<file path="src/rtl/phyretrain_rx_responder.sv">
// phyretrain_rx_responder
//   Receive-side PHYRETRAIN responder for the LTSM. Waits for the partner's
//   PHYRETRAIN start request, resolves the MBTRAIN re-entry state from the
//   local and partner one-hot retrain encodings through STATE_MAP, then
//   drives the start response into the shared sideband wrapper. A watchdog
//   aborts into TIMEOUT if the exchange stalls.
// Ports:
//   i_clk, i_rst_n        clock, async active-low reset
//   i_en                  block enable; low returns to IDLE
//   i_clear_resolved      clears o_resolved_state (wins over capture)
//   i_local_enc/partner   one-hot retrain encodings
//   i_rx_msg_valid/i_decoded_msg   decoded partner message
//   i_sb_busy/i_sb_busy_fall       sideband wrapper status
//   i_tx_valid            TX responder owns the wrapper; we defer
//   o_encoded_msg/o_valid response to the wrapper
//   o_end, o_timeout      completion / watchdog levels
//   o_resolved_state, o_illegal_enc   resolution result
module phyretrain_rx_responder #(
  parameter int SB_MSG_WIDTH   = 4,
  parameter int ENC_WIDTH      = 3,
  parameter int STATE_WIDTH    = 2,
  parameter logic [ENC_WIDTH*STATE_WIDTH-1:0] STATE_MAP = {2'h2, 2'h3, 2'h1},
  parameter int REQ_MSG        = 1,
  parameter int RESP_MSG       = 2,
  parameter int TIMEOUT_CYCLES = 8000
) (
  input  logic                    i_clk,
  input  logic                    i_rst_n,
  input  logic                    i_en,
  input  logic                    i_clear_resolved,
  input  logic [ENC_WIDTH-1:0]    i_local_enc,
  input  logic [ENC_WIDTH-1:0]    i_partner_enc,
  input  logic                    i_rx_msg_valid,
  input  logic [SB_MSG_WIDTH-1:0] i_decoded_msg,
  input  logic                    i_sb_busy,
  input  logic                    i_sb_busy_fall,
  input  logic                    i_tx_valid,
  output logic [SB_MSG_WIDTH-1:0] o_encoded_msg,
  output logic                    o_valid,
  output logic                    o_end,
  output logic [STATE_WIDTH-1:0]  o_resolved_state,
  output logic                    o_illegal_enc,
  output logic                    o_timeout
);

  // Width must stay >= 1 even when the watchdog is disabled.
  localparam int CNT_W = (TIMEOUT_CYCLES > 0) ? $clog2(TIMEOUT_CYCLES + 1) : 1;
  localparam logic [CNT_W-1:0] CNT_LAST = CNT_W'(TIMEOUT_CYCLES - 1);

  typedef enum logic [2:0] {
    S_IDLE, S_WAIT_REQ, S_SEND_RESP, S_DONE, S_TIMEOUT
  } state_t;

  state_t                  state_q, state_d;
  logic [CNT_W-1:0]        cnt_q, cnt_d;
  logic                    pending_q, pending_d;
  logic [SB_MSG_WIDTH-1:0] msg_q, msg_d;
  logic                    valid_q, valid_d;
  logic                    end_q, end_d;
  logic [STATE_WIDTH-1:0]  res_q, res_d;
  logic                    illegal_q, illegal_d;
  logic                    timeout_q, timeout_d;

  logic                    in_wd_state, wd_hit, accept, legal;
  logic [STATE_WIDTH-1:0]  map_loc, map_par;

  // Looks up the state code for a one-hot encoding (caller checks legality).
  function automatic logic [STATE_WIDTH-1:0] map_state(input logic [ENC_WIDTH-1:0] enc);
    logic [STATE_WIDTH-1:0] r;
    r = '0;
    for (int k = 0; k < ENC_WIDTH; k++)
      if (enc[k]) r = STATE_MAP[k*STATE_WIDTH +: STATE_WIDTH];
    return r;
  endfunction

  always_comb begin
    state_d   = state_q;
    cnt_d     = cnt_q;
    pending_d = pending_q;
    msg_d     = msg_q;
    valid_d   = valid_q;
    end_d     = end_q;
    res_d     = res_q;
    illegal_d = illegal_q;
    timeout_d = timeout_q;

    in_wd_state = (state_q == S_WAIT_REQ) || (state_q == S_SEND_RESP);
    wd_hit  = (TIMEOUT_CYCLES != 0) && in_wd_state && (cnt_q == CNT_LAST);
    // The watchdog wins over a request arriving in its final cycle.
    accept  = (state_q == S_WAIT_REQ) && i_rx_msg_valid && !wd_hit &&
              (i_decoded_msg == SB_MSG_WIDTH'(REQ_MSG));
    legal   = $onehot(i_local_enc) && $onehot(i_partner_enc);
    map_loc = map_state(i_local_enc);
    map_par = map_state(i_partner_enc);

    if (!i_en) begin
      state_d   = S_IDLE;
      cnt_d     = '0;
      pending_d = 1'b0;
      msg_d     = '0;
      valid_d   = 1'b0;
      end_d     = 1'b0;
      timeout_d = 1'b0;
    end else begin
      case (state_q)
        S_IDLE: begin
          state_d = S_WAIT_REQ;
          cnt_d   = '0;
        end
        S_WAIT_REQ: begin
          cnt_d = cnt_q + CNT_W'(1);
          if (accept) begin
            state_d   = S_SEND_RESP;
            cnt_d     = '0;
            msg_d     = SB_MSG_WIDTH'(RESP_MSG);
            pending_d = 1'b1;
            if (legal) begin
              res_d     = (map_loc > map_par) ? map_loc : map_par;
              illegal_d = 1'b0;
            end else begin
              res_d     = '0;
              illegal_d = 1'b1;
            end
          end
        end
        S_SEND_RESP: begin
          cnt_d = cnt_q + CNT_W'(1);
          if (i_sb_busy_fall && valid_q) begin
            state_d = S_DONE;
            end_d   = 1'b1;
          end
        end
        default: cnt_d = '0;  // DONE / TIMEOUT hold until i_en drops
      endcase

      // Wrapper handshake. pending_d already includes a same-cycle accept,
      // so a request on a free bus launches o_valid on the very next edge.
      if (valid_q && i_sb_busy_fall)
        valid_d = 1'b0;
      else if (pending_d && !valid_q && !i_sb_busy && !i_tx_valid) begin
        valid_d   = 1'b1;
        pending_d = 1'b0;
      end

      if (wd_hit) begin
        state_d   = S_TIMEOUT;
        cnt_d     = '0;
        timeout_d = 1'b1;
        valid_d   = 1'b0;
        pending_d = 1'b0;
        end_d     = end_q;
      end
    end

    if (i_clear_resolved) res_d = '0;
  end

  always_ff @(posedge i_clk or negedge i_rst_n) begin
    if (!i_rst_n) begin
      state_q   <= S_IDLE;
      cnt_q     <= '0;
      pending_q <= 1'b0;
      msg_q     <= '0;
      valid_q   <= 1'b0;
      end_q     <= 1'b0;
      res_q     <= '0;
      illegal_q <= 1'b0;
      timeout_q <= 1'b0;
    end else begin
      state_q   <= state_d;
      cnt_q     <= cnt_d;
      pending_q <= pending_d;
      msg_q     <= msg_d;
      valid_q   <= valid_d;
      end_q     <= end_d;
      res_q     <= res_d;
      illegal_q <= illegal_d;
      timeout_q <= timeout_d;
    end
  end

  assign o_encoded_msg    = msg_q;
  assign o_valid          = valid_q;
  assign o_end            = end_q;
  assign o_resolved_state = res_q;
  assign o_illegal_enc    = illegal_q;
  assign o_timeout        = timeout_q;

endmodule

</file>
<file path="config.mk">
export PLATFORM = sky130hd
export DESIGN_NAME = phyretrain_rx_responder
export DESIGN_NICKNAME = d
export VERILOG_FILES = /design/src/rtl/phyretrain_rx_responder.sv
export SDC_FILE = /design/constraint.sdc
export NUM_CORES = 1
export LEC_CHECK = 0
export BUFFER_PORTS_ARGS = -buffer_cell sky130_fd_sc_hd__buf_2
export CORE_UTILIZATION = 40
export CTS_CLUSTER_SIZE = 16
export DETAILED_ROUTE_END_ITERATION = 10
export GPL_TIMING_DRIVEN = 0
export SKIP_CTS_REPAIR_TIMING = 1
export SLEW_MARGIN = 30
export SYNTH_ARGS = -nofsm -noshare
export SYNTH_HDL_FRONTEND = slang
export SYNTH_SLANG_ARGS = --single-unit
</file>
<file path="constraint.sdc">
create_clock -name i_clk -period 1.8 [get_ports i_clk]
set_input_delay 0.18 -clock i_clk [delete_from_list [all_inputs] [get_ports i_clk]]
set_output_delay 0.18 -clock i_clk [all_outputs]
set_load 0.01 [all_outputs]
</file>
==> flow_summary.ini <==
[placement]
placed_cells = 211
place_ws_ps = -116.2
port_buffers = 24
place.gp.congestion = 0.7296
dpl.hpwl_um = 1784

[sta]
finalCritPeriodShare = 1.010
setup_slack_ps = -18.32
setup_viol = 5
period_minus_slack_ps = 1818
drv_slew = 0
rsz0062_at_grt = true
worst_pin_slew_ps = 521.3
hold_viol_final = 0
relSlewSlack = 0.6525
setup_tns_ps = -69.98
max_freq_mhz = 550.0
fin_skew_ps = 5.296

[pwr]
cellPowerDensity_nw_per_um2 = 559.1
irDropWorstVdd_uv = 344.5
p_leak_uw = 0.0008396

[layout]
nNetsFinal = 205
drive_gt1_frac = 0.3222
seqCellArea_um2 = 600.6
syn2layout_area_growth_pct = 28.43
final_cells = 224
multi_input_comb_area_um2 = 762.0
nFillCells = 287
n_antenna_cell = 0

[floorplan]
die_w_um = 60.31
die_h_um = 60.31
coreArea_um2 = 3128
start_util = 0.4348
dieArea_um2 = 3637
row_count = 20
ios = 28

[clocking]
cts_made_buffers = 3
tritoncts = built
clockBufferDepth = 2
cts_root_buf = clkbuf_4
clock_latency_ps = 310
cts-htree-levels = 1
clk_transition_reported_paths_ps = 130
cts.sinks = 24

[detailed_routing]
wl_per_cell_um = 11.03
vias = 1081
dr.first_iter.drc_count = 40
wirelength_um = 2471
viasPerCell = 4.826
antenna_left = 0
first_pass_iters = 4
drc = 0

[synth]
synthFlopType = dfrtp_1
synthTopCellsByArea = dfrtp_1 (44%), nor2_1 (6.3%), xor2_1 (4.5%)
synth_cells = 141
synth_seq_cells = 24
synth-seq-area-share = 0.4416
yosysWarnings = 0
avgSynthCellArea_um2 = 9.646
synth_edf_count = 0
yosysMostFrequentCell = dfrtp_1
synth_top_area_frac = 0.4416
synth_top_area_cell = dfrtp_1
ys_async_sr_fraction = 1.000
ys_types = 34
ys_top_cells_by_count = dfrtp_1 (24), nor2_1 (23), inv_1 (10)
syn_area_um2 = 1360

[critical_path]
end_kind = register
crit_fanout = 8
cp.arrival_ps = 2030
worstSetupPathType = register to register
cp.required_ps = 2010
crit_path_start_kind = register

[status]
violations = setup timing
status = finished with violations

[job]
timing.max_cap.violations = 0

[grt]
first_global_vias = 944
grtUsageTotal = 0.1502
grt_pass1_wl_um = 4008
grt_max_degree = 25
overflow = 0
antenna_found_initial = 0

[min_path]
hp-class = primary input to register
## metrics by stage
step                utilization  hold WS (ps)  area, um^2  total power (uW)
floorplan                     -        -115.6        1368             633.8
global placement         0.4932         186.9        1543             678.5
detailed placement       0.4932         198.0        1543             683.4
CTS                      0.5048        -165.5        1579             971.5
global route             0.5584         95.77        1747              1033
finish                   0.5584         113.7        1747             976.5
## placed cells by master, fill, tap and decap left out, drive strengths merged, types with 3 or more instances in the layout
cell type / netlist / layout
o21a: 5 / 5
ha: 4 / 4
clkbuf: 1 / 6
nand3: 7 / 7
inv: 10 / 10
nor2: 23 / 23
buf: 4 / 34
dfrtp: 24 / 24
conb: 1 / 3
nand2: 8 / 8
xnor2: 4 / 4
o21ai: 5 / 5
nand2b: 6 / 6
xor2: 7 / 7
nor3: 4 / 4
a21oi: 6 / 6
## power breakdown
part / internal (uW) / switching (uW) / leakage (uW) / total [uW]
sequential: 548 / 6.85 / 0.000331 / 554
combinational: 69.0 / 71.0 / 0.000488 / 140
clock: 124 / 159 / 0.0000210 / 282
## critical path: stages (launching register included)
cell and delay [ps]:
dfrtp_1 420, or3b_4 410, nor4_4 270, buf_6 160, a21bo_4 130, a211o_4 130
clkbuf_16 160, nor2_2 30
## final timing paths
check	from	end	slack, ps	depth (start not counted)
max in group asynchronous	i_rst_n	cnt_q[9]	1100	2
min in group asynchronous	i_rst_n	o_illegal_enc	350	2
worst max register to register	cnt_q[6]	cnt_q[0]	-20	7
worst min register to register	o_end	o_end	500	1
worst max-delay path	cnt_q[6]	cnt_q[0]	-20	7
worst min-delay path	i_sb_busy_fall	o_valid	110	3
## cell families after synthesis
group,Yosys count,share of synthesized area
and+or+nand+nor,63,0.2502
xor gates and xnor gates,11,0.07084
AOI/OAI and AO/OA,19,0.09844
DFF,24,0.4416
other,1,0.002757
buffers and inverters,15,0.05520
muxes,2,0.01472
adders and majority gates,6,0.06624
## layer usage
metal	global-route usage	wire [um]	vias up	part of all wire
li1	-	-	539	-
met1	0.1812	1146	518	0.46
met2	0.2590	1200	20	0.49
met3	0.03896	93	4	0.038
met4	0.04983	31	0	0.013
met5	0	0	-	0
## registers in the layout, summed over array words and instances, names as in the netlist
register	count
cnt_q	13
o_encoded_msg	1
o_end	1
o_illegal_enc	1
o_resolved_state	2
o_timeout	1
o_valid	1
pending_q	1
state_q	3
## final cells by class
type | instances | area share
Inverter | 10 | 0.02149
Clock buffer | 4 | 0.02077
Buffer | 5 | 0.02364
Timing Repair Buffer | 33 | 0.1225
Multi-Input combinational cell | 104 | 0.4362
Sequential cell | 24 | 0.3438
Tap cell | 44 | 0.03152
Note: power is estimated with default switching activity, not from simulation.
